--- src/rtl/ps2_host_tx.sv ---
// Host-to-device PS/2 transmitter: sends one command byte over open-drain PS2_CLK/PS2_DAT.
// Define PS2_TX_ACK_CHECK_EN to treat a high data line in the ACK slot as a NACK error.
module ps2_host_tx #(
    parameter int unsigned INHIBIT_CYCLES       = 5000,
    parameter int unsigned START_TIMEOUT_CYCLES = 750000,
    parameter int unsigned XFER_TIMEOUT_CYCLES  = 100000
) (
    input  logic       CLOCK_50,
    input  logic       resetn,
    input  logic [7:0] command,
    input  logic       send_command,
    input  logic       ps2_clk_in,
    input  logic       ps2_dat_in,
    output logic       ps2_clk_oe,
    output logic       ps2_dat_oe,
    output logic       busy,
    output logic       command_was_sent,
    output logic       error_communication_timed_out
);

    localparam int unsigned MAX_A   = (INHIBIT_CYCLES > START_TIMEOUT_CYCLES) ?
                                      INHIBIT_CYCLES : START_TIMEOUT_CYCLES;
    localparam int unsigned TMR_MAX = (MAX_A > XFER_TIMEOUT_CYCLES) ? MAX_A : XFER_TIMEOUT_CYCLES;
    localparam int unsigned TW      = $clog2(TMR_MAX + 1);

    localparam logic [TW-1:0] INHIBIT_LAST = TW'(INHIBIT_CYCLES - 1);
    localparam logic [TW-1:0] START_LAST   = TW'(START_TIMEOUT_CYCLES - 1);
    localparam logic [TW-1:0] XFER_LAST    = TW'(XFER_TIMEOUT_CYCLES - 1);

    localparam logic [3:0] ST_IDLE       = 4'd0;
    localparam logic [3:0] ST_INHIBIT    = 4'd1;
    localparam logic [3:0] ST_REQ        = 4'd2;
    localparam logic [3:0] ST_WAIT_START = 4'd3;
    localparam logic [3:0] ST_DATA       = 4'd4;
    localparam logic [3:0] ST_STOP       = 4'd5;
    localparam logic [3:0] ST_ACK        = 4'd6;
    localparam logic [3:0] ST_DONE       = 4'd7;
    localparam logic [3:0] ST_ERR        = 4'd8;

    logic [1:0]    clk_sync_q;
    logic          clk_prev_q;
    logic [1:0]    dat_sync_q;
    logic          clk_fall;

    logic [3:0]    state_q, state_d;
    logic [TW-1:0] tmr_q, tmr_d;
    logic [8:0]    shift_q, shift_d;
    logic [2:0]    bit_cnt_q, bit_cnt_d;
    logic          dat_oe_d;
    logic          timed_out;

    // Pins idle high, so the synchronisers reset to 1 to avoid a phantom falling edge.
    always_ff @(posedge CLOCK_50 or negedge resetn) begin
        if (!resetn) begin
            clk_sync_q <= 2'b11;
            clk_prev_q <= 1'b1;
            dat_sync_q <= 2'b11;
        end else begin
            clk_sync_q <= {clk_sync_q[0], ps2_clk_in};
            clk_prev_q <= clk_sync_q[1];
            dat_sync_q <= {dat_sync_q[0], ps2_dat_in};
        end
    end

    assign clk_fall = clk_prev_q & ~clk_sync_q[1];

    // One shared timer: each phase restarts it on entry, and the phases never overlap.
    always_comb begin
        timed_out = 1'b0;
        if (state_q == ST_WAIT_START) begin
            timed_out = (tmr_q == START_LAST);
        end else if (state_q == ST_DATA || state_q == ST_STOP || state_q == ST_ACK) begin
            timed_out = (tmr_q == XFER_LAST);
        end
    end

    always_comb begin
        state_d   = state_q;
        tmr_d     = tmr_q;
        shift_d   = shift_q;
        bit_cnt_d = bit_cnt_q;
        dat_oe_d  = ps2_dat_oe;

        if (timed_out) begin
            state_d  = ST_ERR;
            dat_oe_d = 1'b0;
        end else begin
            case (state_q)
                ST_IDLE: begin
                    dat_oe_d = 1'b0;
                    if (send_command) begin
                        state_d   = ST_INHIBIT;
                        tmr_d     = '0;
                        shift_d   = {~^command, command};
                        bit_cnt_d = '0;
                    end
                end
                ST_INHIBIT: begin
                    if (tmr_q == INHIBIT_LAST) begin
                        state_d  = ST_REQ;
                        tmr_d    = '0;
                        dat_oe_d = 1'b1;
                    end else begin
                        tmr_d = tmr_q + 1'b1;
                    end
                end
                ST_REQ: begin
                    state_d  = ST_WAIT_START;
                    tmr_d    = '0;
                    dat_oe_d = 1'b1;
                end
                ST_WAIT_START: begin
                    tmr_d = tmr_q + 1'b1;
                    if (clk_fall) begin
                        state_d   = ST_DATA;
                        tmr_d     = '0;
                        dat_oe_d  = ~shift_q[0];
                        shift_d   = {1'b0, shift_q[8:1]};
                        bit_cnt_d = '0;
                    end
                end
                ST_DATA: begin
                    tmr_d = tmr_q + 1'b1;
                    if (clk_fall) begin
                        dat_oe_d  = ~shift_q[0];
                        shift_d   = {1'b0, shift_q[8:1]};
                        bit_cnt_d = bit_cnt_q + 1'b1;
                        // Eighth edge in DATA puts the parity bit on the line.
                        if (bit_cnt_q == 3'd7) begin
                            state_d = ST_STOP;
                        end
                    end
                end
                ST_STOP: begin
                    tmr_d = tmr_q + 1'b1;
                    if (clk_fall) begin
                        state_d  = ST_ACK;
                        dat_oe_d = 1'b0;
                    end
                end
                ST_ACK: begin
                    tmr_d = tmr_q + 1'b1;
                    if (clk_fall) begin
`ifdef PS2_TX_ACK_CHECK_EN
                        state_d = dat_sync_q[1] ? ST_ERR : ST_DONE;
`else
                        state_d = ST_DONE;
`endif
                    end
                end
                ST_DONE: begin
                    state_d  = ST_IDLE;
                    dat_oe_d = 1'b0;
                end
                ST_ERR: begin
                    state_d  = ST_IDLE;
                    dat_oe_d = 1'b0;
                end
                default: begin
                    state_d  = ST_IDLE;
                    dat_oe_d = 1'b0;
                end
            endcase
        end
    end

`ifndef PS2_TX_ACK_CHECK_EN
    logic unused_ack_dat;
    assign unused_ack_dat = dat_sync_q[1];
`endif

    // Outputs are registered from the next state so the pin enables never glitch.
    always_ff @(posedge CLOCK_50 or negedge resetn) begin
        if (!resetn) begin
            state_q                       <= ST_IDLE;
            tmr_q                         <= '0;
            shift_q                       <= '0;
            bit_cnt_q                     <= '0;
            ps2_clk_oe                    <= 1'b0;
            ps2_dat_oe                    <= 1'b0;
            busy                          <= 1'b0;
            command_was_sent              <= 1'b0;
            error_communication_timed_out <= 1'b0;
        end else begin
            state_q                       <= state_d;
            tmr_q                         <= tmr_d;
            shift_q                       <= shift_d;
            bit_cnt_q                     <= bit_cnt_d;
            ps2_clk_oe                    <= (state_d == ST_INHIBIT) || (state_d == ST_REQ);
            ps2_dat_oe                    <= dat_oe_d;
            busy                          <= (state_d != ST_IDLE) && (state_d != ST_DONE) &&
                                             (state_d != ST_ERR);
            command_was_sent              <= (state_d == ST_DONE);
            error_communication_timed_out <= (state_d == ST_ERR);
        end
    end

endmodule

--- config.mk ---
export PLATFORM = sky130hd
export DESIGN_NAME = ps2_host_tx
export DESIGN_NICKNAME = d
export VERILOG_FILES = /design/src/rtl/ps2_host_tx.sv
export SDC_FILE = /design/constraint.sdc
export NUM_CORES = 1
export LEC_CHECK = 0
export CAP_MARGIN = 10
export CORE_MARGIN = 3
export CORE_UTILIZATION = 59
export DETAILED_ROUTE_END_ITERATION = 7
export PLACE_DENSITY = 0.8
export SKIP_CTS_REPAIR_TIMING = 1
export SLEW_MARGIN = 20
export SYNTH_ARGS = -nofsm -noshare
export SYNTH_HDL_FRONTEND = slang
export SYNTH_SLANG_ARGS = --single-unit
--- constraint.sdc ---
create_clock -name CLOCK_50 -period 2.8 [get_ports CLOCK_50]
set_input_delay 0.28 -clock CLOCK_50 [delete_from_list [all_inputs] [get_ports CLOCK_50]]
set_output_delay 0.28 -clock CLOCK_50 [all_outputs]
set_load 0.005 [all_outputs]
==> results of run 1 <==
## per-stage QoR
| stage | std cells | hold slack, ns | setup slack (ns) | instance area [um2] |
|---|---|---|---|---|
| 2_1_floorplan | 280 | -0.0156 | 0.591 | 2580 |
| 3_3_place_gp | 338 | 0.346 | 0.316 | 2770 |
| 3_5_place_dp | 338 | 0.347 | 0.294 | 2770 |
| 4_1_cts | 346 | 0.165 | 0.259 | 2860 |
| 5_1_grt | 346 | 0.194 | 0.102 | 2860 |
| 6_report | 346 | 0.132 | 0.202 | 2860 |
## final cells by class
| class | count | area share [%] |
|---|---|---|
| Multi-Input combinational cell | 215 | 47.5 |
| Sequential cell | 44 | 38.7 |
| Timing Repair Buffer | 26 | 8.06 |
| Clock buffer | 8 | 3.15 |
| Tap cell | 50 | 2.19 |
| Inverter | 3 | 0.394 |
## cells by family (layout without fill, tap and decap cells)
kind of cell	after synthesis	count (layout)	share of synthesized area [%]
AND/OR/NAND/NOR	119	119	24.4
AO/OA/AOI/OAI	73	73	19.6
buffers and inverters	21	37	4.42
adder cells (fa/ha/maj)	3	3	1.46
XOR/XNOR	11	11	3.74
multiplexers	9	9	3.54
flip-flops	44	44	42.9
## worst register-to-register path: stages, from the launching register on
cell	delay [ns]
dfrtp_1	0.44
or4_1	0.56
nor4_1	0.44
a32o_1	0.37
or2b_1	0.40
nor2_1	0.11
nor3_2	0.20
## metal layers
| metal | track usage (%) | routed length [um] | up-vias | share of wire, % |
|---|---|---|---|---|
| met5 | 0 | 0 | - | 0 |
| met4 | 9.60 | 70 | 0 | 1.3 |
| met3 | 5.40 | 237 | 5 | 4.5 |
| met2 | 33.4 | 2420 | 51 | 46 |
| met1 | 30.3 | 2590 | 1025 | 49 |
| li1 | - | - | 1056 | - |
## synth_stat cells, types with 2 or more instances
master	instances	area share, %
o21ai_1	12	2.3
inv_1	3	0.44
nand2_1	38	5.5
clkbuf_1	8	1.2
xnor2_1	8	2.7
buf_6	4	1.7
buf_2	4	0.78
nor3_1	8	1.6
a21boi_0	2	0.58
nor2_1	18	2.6
a21o_1	4	1.2
o21ai_0	10	1.9
a32o_1	2	0.78
xor2_1	3	1.0
and2_1	4	0.97
ha_1	3	1.5
buf_1	2	0.29
a22o_1	4	1.4
nand3_2	2	0.78
nor4_1	4	0.97
o22ai_1	2	0.49
a31oi_1	7	1.7
nand4_1	4	0.97
o31ai_1	5	1.5
dfstp_2	3	3.1
nand3_1	12	2.3
nand2b_1	4	0.97
nor2b_1	2	0.49
or2_2	2	0.49
mux2i_1	8	3.1
dfrtp_1	41	40
o211ai_1	3	0.87
nand4b_1	2	0.68
and3_1	6	1.5
or3b_2	2	0.68
a21oi_1	9	1.7
## flip-flops by register name, indices dropped and copies added, names as in the netlist
name,count
command_was_sent,1
busy,1
bit_cnt_q,3
state_q,4
error_communication_timed_out,1
ps2_dat_oe,1
ps2_clk_oe,1
tmr_q,20
clk_sync_q,2
shift_q,9
clk_prev_q,1
## worst min path at each step
stage,cells after the start,start,endpoint
2_1_floorplan,0,resetn,bit_cnt_q[0]$_DFFE_PN0P_
3_3_place_gp,0,clk_sync_q[0]$_DFF_PN1_,clk_sync_q[1]$_DFF_PN1_
3_5_place_dp,0,clk_sync_q[0]$_DFF_PN1_,clk_sync_q[1]$_DFF_PN1_
4_1_cts,1,resetn,bit_cnt_q[1]$_DFFE_PN0P_
5_1_grt,1,resetn,bit_cnt_q[1]$_DFFE_PN0P_
6_report,1,resetn,ps2_clk_oe$_DFF_PN0_
## report_power, final
| part | total [uW] | switching (uW) | internal [uW] |
|---|---|---|---|
| clock network | 409 | 207 | 201 |
| registers | 640 | 1.00 | 639 |
| logic | 54.8 | 28.3 | 26.6 |
==> results by group, run 1 <==
Status
  • Outcome: completed

Synthesis
  • Syn. warnings: 0
  • Count of state elements after synthesis: 44
  • Synth cell types: 61
  • Post-synthesis cell area: 2580 um2
  • Sequential cell area fraction in the yosys report: 42.9%
  • Syn_nets: 296
  • FFs w/ async S/R, synth: 100%
  • Number of flops mapped to enable cells by yosys: 0
  • Top_reg_cell synth: dfrtp_1
  • Post-Synthesis Cells: 280
  • Average cell area after synthesis: 9.21 um2

Clocking
  • Cts bufs inserted: 5
  • Clk buf depth: 2
  • CTS tree: built
  • Clock Root Buffer: clkbuf_8
  • Clock Pin Slew Worst Setup and Hold Paths: 0.07 ns
  • H-tree Lvls: 2
  • Worst-skew pair later-pin latency: 0.30 ns
  • CTS Sinks: 44

Timing
  • Final setup violation count: 0
  • Max-slew headroom: 36.4%
  • Skew final: 0.00710 ns
  • Period utilization: 92.8%
  • Slew at the pin closest to its max-slew limit: 0.954 ns
  • Unrepaired setup endpoints after global routing: false
  • Peak Freq: 385 MHz
  • Hold Vio Cnt, Final: 0
  • Final Max Tran Viols: 0
  • Final min period: 2.60 ns
  • Total negative setup slack: 0 ns

Worst setup path
  • R2R cell count: 6
  • Crit-path slowest cell: or4_1
  • WP depth: 6
  • Reg2reg end: tmr_q[12]$_DFFE_PN0P_
  • CP Launch Point: tmr_q[13]$_DFFE_PN0P_
  • Family with the most delay on the worst path: simple AND/OR/NAND/NOR gates
  • Max incr delay on CP: 0.56 ns
  • Worst endpoint required time: 3.02 ns
  • CP arrival: 2.82 ns
  • Crit-path cells: or4_1 -> nor4_1 -> a32o_1 -> or2b_1 -> nor2_1 -> nor3_2
  • Crit path buf inv count: 0
  • Worst setup EP type: flop
  • Flop2flop setup slack: 0.20 ns
  • End point of the critical path: tmr_q[12]$_DFFE_PN0P_
  • FF-to-FF Start: tmr_q[13]$_DFFE_PN0P_
  • Critical path type: reg2reg
  • Crit Path Max Fanout: 10
  • Startpoint types: flop

Placed design
  • Final GP Congestion: 0.948
  • # port buffers: 16
  • Post-DP HPWL: 3730 um

GRT
  • Global-route wire length before repair: 8980 um
  • Initial antenna violation count: 0
  • Gr ovfl total: 0
  • Overall Global Routing Usage: 22.1%
  • Vias in the first global route: 1941
  • Largest net degree at the start of global routing: 45

Floorplanning
  • Core area: 4120 um2
  • Die Area: 5200 um2
  • Row Count: 23
  • Die Width: 72.1 um
  • I/O pin total: 18
  • Chip height: 72.1 um
  • Initial core utilization: 62.6%

Hold path
  • Min-Delay Path Class: in2async

Pwr
  • Pwr Density: 386 nW/um2
  • Tot Pwr: 1100 uW
  • Peak VDD IR: 0.000248 V
  • Static leakage: 0.00120 uW

Finish
  • Most frequent cells in the layout: 41 x dfrtp_1, 38 x nand2_1, 18 x nor2_1, 15 x clkdlybuf4s50_1
  • Multi-input gate area: 1360 um2
  • Final core occ: 69.4%
  • Filler instances: 318
  • Share of post-route cells with drive strength above 1: 12.5%
  • Most common cell after layout, fill and taps aside: dfrtp_1
  • Fin nets: 311
  • Area growth syn-to-layout: 10.9%
  • FF+latch area: 1100 um2
  • Antenna fix cells: 0

Route
  • Routed WL: 5320 um
  • Avg Vias per Cell: 6.18
  • Drt first pass iters: 4
  • Final ANT Viol Nets: 0
  • DRC errors left: 0
  • Vias: 2137
  • DRT iter0 DRCs: 199
  • WL/cell: 15.4 um

Flow run
  • Max-cap violation count: 0
Power figures use the tool's default switching activity.
==> run 2, diff against run 1 <==
- CTS_CLUSTER_DIAMETER: unset -> 60
==> results of run 2 <==
The final DEF is identical to that of run 1; final timing and power are the same.
